[config.mk]
export PLATFORM = sky130hd
export DESIGN_NAME = bit_scan_enc
export DESIGN_NICKNAME = d
export VERILOG_FILES = /design/src/rtl/bit_scan_enc.sv
export SDC_FILE = /design/constraint.sdc
export NUM_CORES = 1
export LEC_CHECK = 0
export CORE_MARGIN = 2
export CORE_UTILIZATION = 49
export DETAILED_ROUTE_END_ITERATION = 7
export GPL_ROUTABILITY_DRIVEN = 0
export PLACE_DENSITY_LB_ADDON = 0.15
export SLEW_MARGIN = 20
export SYNTH_ARGS = -nofsm -noshare
export SYNTH_HDL_FRONTEND = slang
export SYNTH_SLANG_ARGS = --single-unit
[constraint.sdc]
create_clock -name clk -period 3.8 [get_ports clk]
set_input_delay 0.38 -clock clk [delete_from_list [all_inputs] [get_ports clk]]
set_output_delay 0.38 -clock clk [all_outputs]
set_load 0.01 [all_outputs]
[src/rtl/bit_scan_enc.sv]
`default_nettype none
// ============================================================================
// Module   : bit_scan_enc
// Purpose  : Sequential priority encoder. Accepts a WIDTH-bit vector over a
//            valid/ready handshake and emits the index of every set bit, one
//            index per output beat. Each beat clears the reported bit from an
//            internal copy of the vector. An all-zero vector yields a single
//            beat flagged out_empty.
// Ports    : clk        rising-edge clock
//            rst_n      asynchronous active-low reset
//            in_valid   in_data is valid
//            in_ready   block can accept a vector this cycle
//            in_data    vector to scan (WIDTH bits)
//            out_valid  out_pos / out_last / out_empty are valid
//            out_ready  consumer accepts the current beat
//            out_pos    index of the current set bit (POS_W bits)
//            out_last   current beat is the final beat for this vector
//            out_empty  accepted vector was all-zero; beat carries no index
// Config   : BIT_SCAN_MSB_FIRST_EN - when defined, beats are emitted highest
//            set index first; otherwise lowest index first.
// Revision : 1.0 - initial release
// ============================================================================
module bit_scan_enc #(
  parameter int WIDTH = 8
) (
  input  logic                     clk,
  input  logic                     rst_n,
  input  logic                     in_valid,
  output logic                     in_ready,
  input  logic [WIDTH-1:0]         in_data,
  output logic                     out_valid,
  input  logic                     out_ready,
  output logic [$clog2(WIDTH)-1:0] out_pos,
  output logic                     out_last,
  output logic                     out_empty
);

  localparam int POS_W = $clog2(WIDTH);

  typedef enum logic [0:0] {
    ST_IDLE = 1'b0,
    ST_SCAN = 1'b1
  } state_t;

  state_t             r_state;
  state_t             w_state_nxt;
  logic [WIDTH-1:0]   r_vec;
  logic [WIDTH-1:0]   w_vec_nxt;
  logic [POS_W-1:0]   w_pos;
  logic [WIDTH-1:0]   w_clr_mask;
  logic               w_scan;
  logic               w_multi;
  logic               w_xfer;
  logic               w_accept;

  // Single-stage priority select. The loop direction makes the last match
  // win, so iterating downward picks the lowest set bit and upward the highest.
  always_comb begin
    w_pos = '0;
`ifdef BIT_SCAN_MSB_FIRST_EN
    for (int i = 0; i < WIDTH; i++) begin
      if (r_vec[i]) w_pos = POS_W'(i);
    end
`else
    for (int i = WIDTH - 1; i >= 0; i--) begin
      if (r_vec[i]) w_pos = POS_W'(i);
    end
`endif
  end

  // x & (x-1) drops the lowest set bit; anything left means two or more bits.
  assign w_multi    = |(r_vec & (r_vec - WIDTH'(1)));
  assign w_clr_mask = ~(WIDTH'(1) << w_pos);

  assign w_scan     = (r_state == ST_SCAN);
  assign out_valid  = w_scan;
  assign out_pos    = w_scan ? w_pos : '0;
  assign out_last   = w_scan & ~w_multi;
  assign out_empty  = w_scan & ~(|r_vec);

  assign w_xfer     = out_valid & out_ready;
  // A new vector may be taken on the same edge the final beat leaves, which
  // is what lets consecutive vectors stream without a bubble.
  assign in_ready   = ~w_scan | (w_xfer & out_last);
  assign w_accept   = in_valid & in_ready;

  always_comb begin
    w_state_nxt = r_state;
    w_vec_nxt   = r_vec;
    case (r_state)
      ST_IDLE: begin
        if (w_accept) begin
          w_state_nxt = ST_SCAN;
          w_vec_nxt   = in_data;
        end
      end
      ST_SCAN: begin
        if (w_xfer) begin
          w_vec_nxt = r_vec & w_clr_mask;
          if (out_last) begin
            if (w_accept) begin
              w_vec_nxt = in_data;
            end else begin
              w_state_nxt = ST_IDLE;
            end
          end
        end
      end
      default: begin
        w_state_nxt = ST_IDLE;
        w_vec_nxt   = '0;
      end
    endcase
  end

  always_ff @(posedge clk or negedge rst_n) begin
    if (!rst_n) begin
      r_state <= ST_IDLE;
      r_vec   <= '0;
    end else begin
      r_state <= w_state_nxt;
      r_vec   <= w_vec_nxt;
    end
  end

endmodule
`default_nettype wire

# Yosys cells after proc, flatten, opt, wreduce, memory -nomap -nowiden
# Cells that the tools add are included.
# totals
input_bits	12
out_inout_bits	7
word_cells	39
ff_bits	9
# classes
muxes	18
eq_ne	2
n_addsub	1
reduce_logical	3
n_bitwise	12
shift	1
# ops
cell	n
8-bit 2-to-1 mux	4
3-bit 2-to-1 mux	9
8-bit AND	2
8-bit one-hot mux with 2 select lines	1
8-bit OR reduction	2
8-bit inverter	1
1-bit by 3-bit << shifter with 8-bit output, first input constant	1
8-bit by 1-bit subtractor with 8-bit output, second input constant	1
1-bit AND	5
1-bit 2-to-1 mux	3
1-bit inverter	3
2-bit by 1-bit != test with 1-bit output, second input constant	1
2-bit != test, second input constant	1
1-bit one-hot mux with 2 select lines	1
2-bit AND reduction	1
1-bit OR	1

# Longest topological paths before layout
# Gate-level depths: netlist of the first run.
# logic_depth
depth_word	15
depth_mapped	7
ltp_nobuf	5

# Worst setup path after synthesis of the first run
# OpenSTA, ideal clock, no wires.
# synth_path
path_kind	reg2out
startpoint	register r_vec[6]
endpoint	output port in_ready
path_stages_with_launch	7
arrival_ns	1.552
setup_slack_ns	1.868
required_ns	3.420
n_path_buf	1
path_cell_list	dfrtp_1 -> buf_6 -> or4_1 -> a21o_1 -> a21oi_4 -> nand2_1 -> nand2_1
# synth_between
elab_chain_len	7
# synth_lines
element	line_no	text
start, declared	47	logic [WIDTH-1:0] r_vec;
start signal, assigned	122	r_vec <= w_vec_nxt;
8-bit by 1-bit subtractor with 8-bit output	72	assign w_multi = |(r_vec & (r_vec - WIDTH'(1)));
8-bit AND (*)	72	
8-bit OR reduction (*)	72	
1-bit inverter (*)	78	assign out_last = w_scan & ~w_multi;
1-bit AND (*)	78	
via out_last	34	output logic out_last,
1-bit AND (*)	84	assign in_ready = ~w_scan | (w_xfer & out_last);
1-bit OR (*)	84	
end, declared	29	output logic in_ready,
# The timed path passes the listed nets; every way through them passes the cells marked *.

# Final worst setup path of the first run
# layout_path
startpoint	register r_vec[6]
endpoint	output port in_ready
# layout_between
elab_chain_len	7
# layout_lines
element	line_no
8-bit by 1-bit subtractor with 8-bit output	72
8-bit AND (*)	72
8-bit OR reduction (*)	72
1-bit inverter (*)	78
1-bit AND (*)	78
1-bit AND (*)	84
1-bit OR (*)	84
# Every way passes the cells marked *; elsewhere a longest branch is shown, timed or not.

==> results of run 1 <==
## cell families (layout without fill, tap and decap cells)
logic type | after synthesis | in the layout | synth area share, %
AOI/OAI and AO/OA | 22 | 22 | 24.8
and+or+nand+nor | 21 | 21 | 15.1
muxes | 12 | 12 | 18.4
buffers and inverters | 12 | 26 | 8.64
DFF | 9 | 9 | 33.1
## worst reg2reg max path, delay by kind of cell, from the launching register on
family	cells	cell delay [ns]
multiplexers	1	0.27
flip-flops	1	0.46
AO/OA/AOI/OAI	3	0.74
AND/OR/NAND/NOR	1	0.53
## final timing paths
kind | to
max | in_ready
max in group asynchronous | r_vec[5]
min in group clk | r_vec[7]
min reg2reg | r_vec[7]
min | r_vec[3]
max reg2reg | r_vec[5]
## state kept, by name (all words and copies together) (netlist names)
| name | flops |
|---|---|
| r_vec | 8 |
| out_valid | 1 |
## final cells by class
class | count | area, µm²
Clock buffer | 4 | 26.3
Sequential cell | 9 | 225
Multi-Input combinational cell | 55 | 397
Timing Repair Buffer | 18 | 180
Fill cell | 117 | 439
Inverter | 4 | 15.0
Tap cell | 15 | 18.8
## layout by cell type (no fill, tap or decap), drive strengths merged
cell           count
nor3               2
o21bai             1
nand2b             1
nor2b              1
dfrtp              9
nor4               3
clkbuf             4
mux2i             11
inv                4
nor2               5
mux2               1
nand2              6
o311a              1
a21o               2
o31ai              1
o21ai              5
a211oi             1
a21oi              6
a31oi              1
o41ai              1
a31o               1
or4                1
and3               1
o31a               1
clkdlybuf4s50     18
or3                1
o211ai             1
## per-layer routing
metal | routed length, µm | GRT usage [%] | up-vias
li1 | - | - | 304
met1 | 690 | 26.7 | 261
met2 | 654 | 30.5 | 18
met3 | 83 | 3.26 | 4
met4 | 33 | 14.5 | 0
met5 | 0 | 0 | -
## power by group through the flow
stage          clock, µW  sequential [µW]  combinational [µW]
5_1_grt             84.4              220                 540
3_5_place_dp           0              211                 498
3_3_place_gp           0              206                 497
2_1_floorplan          0              154                 398
4_1_cts             79.7              209                 504
6_report            76.6              212                 500
## per-stage QoR
step                      total power, µW  worst slack (ns)  hold slack [ns]
after global routing                  844              1.00            0.450
after detailed placement              708              1.40            0.628
after global placement                703              1.42            0.609
final                                 789              1.10            0.416
after floorplan                       552              1.87           0.0844
after CTS                             792              1.09            0.428
==> results.md, run 1 <==
- Status: finished clean
- Post-synth EDFFs: 0
- Antenna Cells: 0
- Async set or reset register ratio after synthesis: 100%
- Post_cts resized: 0
- Top-count cell post-synth: mux2i_1
- Reg2reg path depth: 5
- Grt total ovfl: 0
- Critical path's slowest cell: or4_1
- Total track usage: 20.6%
- Seq/Total Area, Yosys: 33.1%
- Slew HR: 63.4%
- DP Wirelength: 1060 µm
- Die width: 41.3 µm
- Row count: 13
- Crit-path max cell delay: 0.53 ns
- Pwr/cell area: 915 nW/µm²
- Nets@finish: 103
- Layout cells sized above 1: 10.0%
- Clk_skew: 0.000538 ns
- H-Tree Depth: 1
- Initial DRC count: 11
- Max VDD drop: 0.666 mV
- Synth top area share: 33.1%
- Post-Syn Instances: 76
- Achievable Freq: 370 MHz
- Most used DFF post-synth: dfrtp_1
- Reg2Reg Setup Slack: around 1.7 ns
- Critical path launch point type: flop
- Clock power share: about a tenth
- Router iterations before antenna repair: 4
- IO buf count: 18
- Final Slew Violations: 0
- Routed len/inst: 13.9 µm
- CP dominant cell by count: nand2_1
- Post-Syn Nets: a little under 90
- Final hold vios: 0
- Clock transition at path regs: 0.06 ns
- DR DRC count: 0
- # hold bufs at CTS: 0
- Vias: 587
- FF+latch count, synth: 9
- Final wirelength: 1460 µm
- Floorplan Core Area: roughly 1300 µm²
- CP Data Arrival Time: 2.32 ns
- Largest net degree at the start of global routing: 12
- Setup repair bufs after CTS: 0
- Switching pwr: 345 µW
- P_leak: 0.000378 µW
- CP startpoint: r_vec[6]
- Worst Path Required: 3.42 ns
- Synth unique cells: 33
- Logic pwr share: 63.5%
- Max-cap viol count: 0
- Clock Sinks: 9
- Core Util, Final: 66.3%
- Tcrit/Tclk final: 71.1%
- Synth Warn #: 0
- Avg Cell Area, Syn: 8.96 µm²
- WP depth: 6
- Crit-path cells: or4_1, a21o_1, a21oi_4, nand2_1, nand2_1, clkdlybuf4s50_1
- Setup-failing EPs final: 0
- Post-Layout Cell Count: between 100 and 150
- DP Area: roughly 840 µm²
- Area growth syn-to-layout: 26.7%
- Initial antenna violation count: 0
- Slew of the pin with the lowest slew margin: 0.548 ns
- Antenna viol nets, final: 0
- Die Y: 41.3 µm
- Sw Ratio: between 40% and 50%
- Crit path capture type: primary output
- Num CTS Buffers: 3
- Reg-to-reg startpoint: r_vec[6]
- Netlist Area Pre-Place: approximately 700 µm²
- Yosys top cell by area: dfrtp_1
- Crit-path max FO: 8
- First-pass GRT wire length: 2170 µm
- Clk_lat worst skew: 0.27 ns
- Internal: between 400 and 500 µW
- Placed cell count: 101
- Fin area: 862 µm²
- Max Root-Sink Buffers: 2
- Worst path top cell family by delay: simple AND/OR/NAND/NOR gates
- Final setup TNS: 0 ns
- TritonCTS clock tree: built
- Top cells by count, synth: mux2i_1 (11), dfrtp_1 (9), nand2_1 (6), nor2_1 (5)
- Top cells by area, synth: dfrtp_1 (33%), mux2i_1 (16%), nand2_1 (3.3%)
- Die area: 1700 µm²
- RSZ-0062 raised after global routing: no
- Min Tclk post-route: between 2 and 3 ns
- Vias per cell: 5.59
- Initial core utilization: 52.3%
- Seq pwr share: 26.8%
- Clock Tree Root: clkbuf_4
- Critical path type: flop to primary output
- Hold Path Class: input port to async pin
- IO Pins: 19
- CP bufs+invs: 1
- Number of global-route vias before repair: 512
No activity file was read; power rests on OpenSTA's default activity.
==> inputs of run 2 (changes only) <==
- CORE_UTILIZATION: 49 -> 46
- clock period: 3.8 -> 2.72 ns (I/O delays scaled with it)
==> results.md, run 2 (synthesis results as in run 1) <==
- Register area: 225 µm² (unchanged)
- Most common cell after layout, fill and taps aside: clkdlybuf4s50_1
- Die width: 42.5 µm (+2.9%)
- Vias per cell: 5.77 (+3.3%)
- Antenna Cells: 0 (unchanged)
- Slew of the pin with the lowest slew margin: 0.551 ns (+0.00260 ns)
- TritonCTS clock tree: built
- Initial core utilization: 51.0% (-1.3 points)
- Critical path's slowest cell: clkdlybuf4s50_1
- Critical path type: flop to primary output
- RSZ-0062 raised after global routing: no
- Switching pwr: 478 µW (+39%)
- Nets@finish: 104 (+0.97%)
- Total track usage: 17.6% (-2.9 points)
- Die area: 1800 µm² (+5.9%)
- Most frequent cells in the layout: clkdlybuf4s50_1 (18), mux2i_1 (11), dfrtp_1 (9), nand2_1 (6), nor2_1 (5)
- Tcrit/Tclk final: 94.5%
- Crit path capture type: primary output
- Max-cap viol count: 0 (unchanged)
- Clock Sinks: 9 (unchanged)
- Crit-path max cell delay: 0.53 ns (about the same)
- Post-Layout Cell Count: 106 (+0.95%)
- Final Slew Violations: 0 (unchanged)
- Largest net degree at the start of global routing: 12 (unchanged)
- # hold bufs at CTS: 0 (unchanged)
- Antenna viol nets, final: 0 (unchanged)
- Core Util, Final: 65.2% (-1.1 points)
- Post_cts resized: 0 (unchanged)
- Clock Tree Root: clkbuf_4
- Layout cells sized above 1: 11.0% (+0.99 points)
- Pre-CTS setup slack: 0.425 ns (-0.973 ns)
- Routed len/inst: 13.8 µm (-0.67%)
- Grt total ovfl: 0 (unchanged)
- P_leak: 0.000382 µW (+1.3%)
- Max VDD drop: 0.855 mV (+28%)
- Crit-path max FO: 10 (+2)
- Initial antenna violation count: 0 (unchanged)
- Row count: 13 (unchanged)
- Achievable Freq: 389 MHz
- Die Y: 42.5 µm (+2.9%)
- Pwr/cell area: 1270 nW/µm² (+39%)
- Clk_skew: 0.00526 ns (+0.00472 ns)
- Crit-path cells: or4_1, a21o_1, a21oi_4, nand2_1, nand2_1, clkdlybuf4s50_1
- DP Area: 843 µm² (+0.90%)
- Vias: 612 (+4.3%)
- IO Pins: 19 (unchanged)
- Sw Ratio: 43.3% (-0.47 points)
- Biggest register: r_vec
- IO buf count: 18 (unchanged)
- Critical path launch point type: flop
- Number of global-route vias before repair: 536 (+4.7%)
- Max Root-Sink Buffers: 2 (unchanged)
- Fillcell total: 123 (+5.1%)
- Max reg flops: 8 (unchanged)
- Hold Path Class: input port to async pin
- Logic pwr share: 63.7% (+0.2 points)
- First-pass GRT wire length: 2390 µm (+10%)
- Slew HR: 62.9% (-0.51 points)
- Router iterations before antenna repair: 4 (unchanged)
- Setup-failing EPs final: 0 (unchanged)
- Multi-input gate area: 397 µm² (unchanged)
- Fin area: 870 µm² (+0.87%)
- CP Data Arrival Time: 2.30 ns (-0.02 ns)
- Clk_lat worst skew: 0.26 ns (about the same)
- Setup repair bufs after CTS: 0 (unchanged)
- CP dominant cell by count: nand2_1
- Initial DRC count: 24 (+13)
- Placed cell count: 102 (+0.99%)
- Worst Path Required: 2.45 ns (-0.97 ns)
- DP Wirelength: 1050 µm (-0.87%)
- Floorplan Core Area: 1330 µm² (+2.5%)
- Internal: 626 µW (+41%)
- Area growth syn-to-layout: 27.8%
- Clock transition at path regs: 0.06 ns (about the same)
- Seq pwr share: 26.8% (about the same)
- Worst Slack Setup Final: 0.150 ns (-0.946 ns)
- Final setup TNS: 0 ns (unchanged)
- H-Tree Depth: 1 (unchanged)
- Status: finished clean
- Final hold vios: 0 (unchanged)
- Min Tclk post-route: ~2.6 ns
- Final wirelength: 1470 µm (+0.27%)
- DR DRC count: 0 (unchanged)
- Num CTS Buffers: 3 (unchanged)
- Clock power share: 9.5% (-0.2 points)
## run 2: cell count changes in the layout (fill, tap and decap cells not counted)
| cell | change |
|---|---|
| buf_4 | +1 |
## run 2: per-stage QoR
stage,power (µW),hold WS (ns)
3_3_place_gp,990,0.605
4_1_cts,1110,0.323
3_5_place_dp,998,0.609
2_1_floorplan,772,-0.0236
6_report,1100,0.315
5_1_grt,1190,0.342
## run 2: area by class of cell
class,instances,area share (%)
Clock buffer,4,3.02
Tap cell,15,2.16
Multi-Input combinational cell,55,45.6
Inverter,4,1.73
Timing Repair Buffer,19,21.6
Sequential cell,9,25.9
## run 2: power groups by stage
stage / sequential (µW) / clock (µW) / combinational [µW]
2_1_floorplan: 215 / 0 / 556
3_3_place_gp: 288 / 0 / 701
3_5_place_dp: 294 / 0 / 705
4_1_cts: 291 / 109 / 712
5_1_grt: 309 / 116 / 763
6_report: 296 / 105 / 703
## run 2: worst paths after layout
| kind | from | depth (start not counted) | slack (ns) | to |
|---|---|---|---|---|
| max | r_vec[5] | 6 | 0.15 | in_ready |
| min | rst_n | 1 | 0.31 | r_vec[2] |
| max reg2reg | r_vec[5] | 5 | 0.71 | r_vec[5] |
| min reg2reg | r_vec[7] | 2 | 0.62 | r_vec[7] |
| max in group asynchronous | rst_n | 1 | 2.10 | r_vec[5] |
| min in group clk | in_data[7] | 3 | 0.56 | r_vec[7] |
## run 2: routing by layer
metal  GRT usage (%)  vias up  wire (µm)
li1                -      307          -
met1            22.8      283        725
met2            27.1       20        629
met3            6.47        2         95
met4            5.63        0         16
met5               0        -          0
## run 2: worst max-delay path, delay by kind of cell (launching register included)
| kind | cells | cell delay, ns |
|---|---|---|
| and+or+nand+nor | 3 | 0.68 |
| buffers and inverters | 1 | 0.53 |
| DFF | 1 | 0.48 |
| AOI/OAI and AO/OA | 2 | 0.35 |
==> inputs of run 3 (changes only) <==
- GPL_ROUTABILITY_DRIVEN: 0 -> not set
==> results of run 3 <==
Final layout, timing and power as in run 2 (identical DEF).
